==> config.mk <==
export PLATFORM = sky130hd
export DESIGN_NAME = ita_divider_bank
export DESIGN_NICKNAME = d
export VERILOG_FILES = /design/src/rtl/ita_package.sv /design/src/rtl/ita_serial_div.sv /design/src/rtl/ita_divider_bank.sv
export SDC_FILE = /design/constraint.sdc
export NUM_CORES = 1
export LEC_CHECK = 0
export CORE_MARGIN = 5
export CORE_UTILIZATION = 67
export CTS_BUF_LIST = sky130_fd_sc_hd__clkbuf_8
export CTS_CLUSTER_DIAMETER = 200
export DETAILED_ROUTE_END_ITERATION = 10
export PLACE_DENSITY = 0.89
export SYNTH_ARGS = -nofsm -noshare
export SYNTH_HDL_FRONTEND = slang
export SYNTH_SLANG_ARGS = --single-unit
==> constraint.sdc <==
create_clock -name clk_i -period 5.74 [get_ports clk_i]
set_input_delay 1.148 -clock clk_i [delete_from_list [all_inputs] [get_ports clk_i]]
set_output_delay 1.148 -clock clk_i [all_outputs]
set_load 0.03 [all_outputs]
==> src/rtl/ita_package.sv <==
// ita_package: shared divider-bank sizing, lane state encoding and dividend constant.
package ita_package;
  localparam int unsigned NumDiv              = 4;
  localparam int unsigned DividerWidth        = 16;
  localparam int unsigned SoftmaxAccDataWidth = 19;
  localparam logic [DividerWidth-1:0] DivDividend = DividerWidth'((2 ** 16) - 1);
  typedef enum logic [1:0] {
    DivIdle = 2'd0,
    DivBusy = 2'd1,
    DivDone = 2'd2
  } div_state_e;
endpackage

==> src/rtl/ita_serial_div.sv <==
// ita_serial_div: one restoring-division lane computing Dividend / divisor.
// Define ITA_DIV_RADIX4_EN to retire two quotient bits per BUSY cycle.
module ita_serial_div
  import ita_package::*;
#(
  parameter int unsigned W        = 16,
  parameter int unsigned AccW     = 19,
  parameter logic [W-1:0] Dividend = '1
) (
  input  logic            clk_i,
  input  logic            rst_ni,
  input  logic [AccW-1:0] inp_i,
  input  logic            valid_i,
  output logic            ready_o,
  output logic            valid_o,
  input  logic            ready_i,
  output logic [W-1:0]    oup_o
);
`ifdef ITA_DIV_RADIX4_EN
  localparam int unsigned Iter = W / 2;
  if (W % 2 != 0) begin : g_odd_width
    $error("ita_serial_div: radix-4 mode needs an even quotient width");
  end
`else
  localparam int unsigned Iter = W;
`endif
  localparam int unsigned CntW = $clog2(Iter + 1);
  localparam logic [CntW-1:0] Last = CntW'(Iter - 1);

  div_state_e     state;
  logic [AccW-1:0] divisor;
  logic [AccW:0]   rem;
  logic [W-1:0]    sh;
  logic [CntW-1:0] cnt;
  logic [AccW+W:0] s1, nxt;

  // {remainder, shift register}: dividend bits leave at the top, quotient bits enter at the bottom
  function automatic logic [AccW+W:0] step(logic [AccW:0] r, logic [W-1:0] s, logic [AccW-1:0] d);
    logic [AccW:0] t;
    logic          ge;
    t  = (r << 1) | {{AccW{1'b0}}, s[W-1]};
    ge = t >= {1'b0, d};
    return {ge ? t - {1'b0, d} : t, s[W-2:0], ge};
  endfunction

  assign s1 = step(rem, sh, divisor);
`ifdef ITA_DIV_RADIX4_EN
  assign nxt = step(s1[AccW+W:W], s1[W-1:0], divisor);
`else
  assign nxt = s1;
`endif

  assign ready_o = state == DivIdle;
  assign valid_o = state == DivDone;

  always_ff @(posedge clk_i or negedge rst_ni) begin
    if (!rst_ni) begin
      state   <= DivIdle;
      divisor <= '0;
      rem     <= '0;
      sh      <= '0;
      cnt     <= '0;
      oup_o   <= '0;
    end else begin
      case (state)
        DivIdle: if (valid_i) begin
          divisor <= inp_i;
          rem     <= '0;
          sh      <= Dividend;
          cnt     <= '0;
          if (inp_i == '0) begin
            oup_o <= '1;
            state <= DivDone;
          end else begin
            state <= DivBusy;
          end
        end
        DivBusy: begin
          rem <= nxt[AccW+W:W];
          sh  <= nxt[W-1:0];
          cnt <= cnt + 1'b1;
          if (cnt == Last) begin
            oup_o <= nxt[W-1:0];
            state <= DivDone;
          end
        end
        DivDone: if (ready_i) state <= DivIdle;
        default: state <= DivIdle;
      endcase
    end
  end
endmodule

==> src/rtl/ita_divider_bank.sv <==
// ita_divider_bank: NumDiv independent serial divider lanes sharing one divisor bus.
// Radix-4 lanes are selected with ITA_DIV_RADIX4_EN.
module ita_divider_bank #(
  parameter int unsigned NumDiv              = ita_package::NumDiv,
  parameter int unsigned SoftmaxAccDataWidth = ita_package::SoftmaxAccDataWidth,
  parameter int unsigned DividerWidth        = ita_package::DividerWidth,
  parameter logic [DividerWidth-1:0] Dividend = ita_package::DivDividend
) (
  input  logic                                   clk_i,
  input  logic                                   rst_ni,
  input  logic [SoftmaxAccDataWidth-1:0]         div_inp_i,
  input  logic [NumDiv-1:0]                      div_valid_i,
  output logic [NumDiv-1:0]                      div_ready_o,
  output logic [NumDiv-1:0]                      div_valid_o,
  input  logic [NumDiv-1:0]                      div_ready_i,
  output logic [NumDiv-1:0][DividerWidth-1:0]    div_oup_o
);
  for (genvar i = 0; i < NumDiv; i++) begin : g_lane
    ita_serial_div #(
      .W       (DividerWidth),
      .AccW    (SoftmaxAccDataWidth),
      .Dividend(Dividend)
    ) u_div (
      .clk_i  (clk_i),
      .rst_ni (rst_ni),
      .inp_i  (div_inp_i),
      .valid_i(div_valid_i[i]),
      .ready_o(div_ready_o[i]),
      .valid_o(div_valid_o[i]),
      .ready_i(div_ready_i[i]),
      .oup_o  (div_oup_o[i])
    );
  end
endmodule

==> impl_metrics.yaml <==
synthesis:
  synth_ff_type: "sky130_fd_sc_hd__dfrtp_1"
  number_of_synthesized_register_bits: 308
  synth-async-reset-ratio_pct: 100
  synth_largest_type_area_fraction_pct: 47.4
  synth_edf_count: 0
  ys_warn_count: 0
  synthesis.area_um2: 16300
  netlist_top_cells_area: "sky130_fd_sc_hd__dfrtp_1 47%, sky130_fd_sc_hd__o21ai_0 6.7%, sky130_fd_sc_hd__ha_1 6.5%"
  post-synth-top-area-cell: "sky130_fd_sc_hd__dfrtp_1"
  synth_cell_type_count: 73
  netlist_instances: 1794
  synth_seq_area_share_pct: 47.4
  syn_area_per_cell_um2: 9.07
  syn_nets: 1911
clock_network:
  tritoncts: "done"
  clock-sinks: 308
  cts-buffers-inserted: 49
  cts_post_setup_buffers_inserted: 0
  register_clock_pin_slew_on_the_reported_worst_setup_and_hold_paths_ns: 0.06
  cts-root-to-sink-buffers: 3
  cts-htree-levels: 2
  clk-insertion-delay-late_ns: 0.58
  cts-hold-fix-buffers: 0
  cts-resized-gates: 0
  cts-root-buf: "sky130_fd_sc_hd__clkbuf_8"
critical_path:
  start_kind: "input port"
  buffers_and_inverters_on_the_worst_path: 2
  critical_path_class: "in -> reg"
  crit_slowest_cell: "sky130_fd_sc_hd__nor4_1"
  crit_path_end_kind: "flip-flop"
  worstPathCellList: "clkdlybuf4s50_1 > nor4_1 > nand4_1 > nor4_4 > buf_4 > nand2_1 > o21ai_0 > nand2b_1 > nand2_1 > o21ai_0"
  worstPathRequired_ns: 6.15
  setup.reg_to_reg.worst_slack_ns: 2.02
  worst_path_arrival_ns: 4.42
  crit_fanout: 33
  stage_delay_of_the_slowest_cell_on_the_critical_path_ns: 0.61
  worst_path_dominant_cell_family: "simple AND/OR/NAND/NOR gates"
drt:
  detail_route.iter0.violations: 1325
  finalWirelength_um: 38700
  routed_vias_inst: 6.05
  detail_route.first_pass.iterations: 5
  routed_wire_length_per_instance_um: 17.3
  detail_route.drc_violations: 0
  vias: 13509
  ant_nets: 0
sta:
  worst_pin_slew_ns: 1.20
  post-route-period-util_pct: 69.8
  hold_viol_final: 0
  total_negative_slack_for_setup_checks_ns: 0
  rsz0062_at_grt: "false"
  fmax_mhz: 250
  slew_headroom_pct: 19.8
  finalMaxSlewViolations: 0
  finalSetupViolCount: 0
  final_period_minus_worst_setup_slack_ns: 4.01
  finalClockSkew_ns: 0.0230
layout:
  drive_gt1_share_pct: 6.29
  area.growth.synth_to_final_pct: 13.1
  nNetsFinal: 1992
  final_util_pct: 76.4
die:
  die_h_um: 166
  floorplan.die_area_um2: 27500
  floorplan.rows: 57
  design.portCount: 101
  placeableCoreArea_um2: 24100
  dieWidth_um: 166
  initial_core_utilization_pct: 67.5
status:
  result_of_the_run: "finished clean"
placement:
  hpwl_um: 26500
  port_buffers: 100
  final_wtd_congestion: 0.958
global_routing:
  maximum_number_of_pins_on_one_net_before_global_route_repair: 137
  overflow: 0
  number_of_global_route_vias_before_repair: 13532
  gr-usage-all-layers_pct: 27.8
  grt_pass1_wl_um: 65100
  grt_antenna_before_repair: 2
run:
  drv.max_cap_violation_count: 0
worst_hold_path:
  timing.hold.worst.class: "in -> async"
layout by cell type, fill, tap and decap left out, types with 40 or more instances in the layout:
cell type                         instances
sky130_fd_sc_hd__dfrtp_1                308
sky130_fd_sc_hd__nand2_1                237
sky130_fd_sc_hd__o21ai_0                216
sky130_fd_sc_hd__nor2_1                 202
sky130_fd_sc_hd__inv_1                  133
sky130_fd_sc_hd__clkdlybuf4s50_1         99
sky130_fd_sc_hd__a21oi_1                 94
sky130_fd_sc_hd__ha_1                    84
sky130_fd_sc_hd__clkbuf_8                62
sky130_fd_sc_hd__nand3_1                 40
metrics by stage:
stage	setup slack (ns)	cells	cell area [um^2]	hold slack, ns
after global placement	1.37	2148	17500	0.462
after detailed placement	1.31	2148	17500	0.470
after global routing	1.51	2234	18400	0.466
after floorplan	2.84	1794	16300	0.449
final	1.73	2234	18400	0.454
after CTS	1.84	2233	18400	0.453
Yosys cell counts (9+ instances only):
cell type	count
sky130_fd_sc_hd__nand2_1	237
sky130_fd_sc_hd__mux2i_1	29
sky130_fd_sc_hd__nor3_1	32
sky130_fd_sc_hd__dfrtp_1	308
sky130_fd_sc_hd__clkbuf_1	71
sky130_fd_sc_hd__o22a_1	15
sky130_fd_sc_hd__xor2_1	30
sky130_fd_sc_hd__o311ai_0	10
sky130_fd_sc_hd__nor2b_1	13
sky130_fd_sc_hd__a211oi_1	9
sky130_fd_sc_hd__a21o_1	31
sky130_fd_sc_hd__a221o_1	16
sky130_fd_sc_hd__a21oi_1	94
sky130_fd_sc_hd__inv_1	116
sky130_fd_sc_hd__xnor2_1	25
sky130_fd_sc_hd__and2_1	10
sky130_fd_sc_hd__nand3_1	40
sky130_fd_sc_hd__ha_1	84
sky130_fd_sc_hd__nor2_1	202
sky130_fd_sc_hd__nand2b_1	14
sky130_fd_sc_hd__o21ai_0	217
sky130_fd_sc_hd__o31ai_1	9
sky130_fd_sc_hd__nand4_1	10
sky130_fd_sc_hd__o21a_1	16
sky130_fd_sc_hd__and3_1	15
cell families (layout without fill, tap and decap cells):
family | count (synthesis) | count (layout) | synth area share [%]
adder cells (fa/ha/maj) | 88 | 88 | 6.95
buffers and inverters | 207 | 322 | 5.13
other | 0 | 1 | 0
XOR/XNOR | 55 | 55 | 2.96
AND/OR/NAND/NOR | 606 | 606 | 16.2
flip-flops | 308 | 308 | 47.4
multiplexers | 33 | 33 | 2.06
AO/OA/AOI/OAI | 497 | 497 | 19.3
final cells by class:
| class | instances | area [um^2] |
|---|---|---|
| Timing Repair Buffer | 121 | 1180 |
| Clock inverter | 23 | 97.6 |
| Clock buffer | 62 | 853 |
| Sequential cell | 308 | 7710 |
| Antenna cell | 1 | 2.50 |
| Fill cell | 1671 | 5690 |
| Multi-Input combinational cell | 1279 | 7730 |
| Tap cell | 324 | 405 |
| Inverter | 116 | 435 |
flip-flops by register name, indices dropped and copies added, names as in the netlist:
name                  cells
g_lane.u_div.divisor     76
g_lane.u_div.sh          64
g_lane.u_div.state        8
g_lane.u_div.cnt         20
g_lane.u_div.oup_o       64
g_lane.u_div.rem         76
worst register-to-register path: stages, from the launching register on:
cell and delay, ns:
sky130_fd_sc_hd__dfrtp_1 0.36, sky130_fd_sc_hd__inv_1 0.11, sky130_fd_sc_hd__ha_1 0.18, sky130_fd_sc_hd__inv_1 0.05, sky130_fd_sc_hd__fa_1 0.42, sky130_fd_sc_hd__a211o_1 0.34
sky130_fd_sc_hd__a21oi_2 0.19, sky130_fd_sc_hd__nor4_1 0.12, sky130_fd_sc_hd__o21ai_2 0.16, sky130_fd_sc_hd__a21oi_2 0.08, sky130_fd_sc_hd__a2111oi_4 0.75, sky130_fd_sc_hd__buf_4 0.36
sky130_fd_sc_hd__and4b_1 0.22, sky130_fd_sc_hd__a221o_1 0.25
layer usage:
layer | part of all wire, % | track usage [%] | up-vias
met5 | 0.041 | 0 | -
met4 | 3.6 | 11.1 | 2
met3 | 6.0 | 4.76 | 94
met2 | 49 | 47.1 | 446
met1 | 41 | 36.0 | 6586
li1 | - | - | 6381
final timing paths:
check | end | start | cells past startpoint
worst max register to register | g_lane[1].u_div.rem[3] | g_lane[1].u_div.sh[15] | 13
min in group clk_i | g_lane[3].u_div.oup_o[10] | g_lane[3].u_div.oup_o[10] | 2
max in group asynchronous | g_lane[0].u_div.rem[17] | rst_ni | 2
worst max-delay path | g_lane[3].u_div.oup_o[1] | div_inp_i[11] | 10
worst min register to register | g_lane[3].u_div.oup_o[10] | g_lane[3].u_div.oup_o[10] | 2
worst min-delay path | g_lane[1].u_div.sh[7] | rst_ni | 1
Power is left out: the tool's default activity adds up to more than one toggle a clock period on the data nets, which glitch-free logic cannot reach.
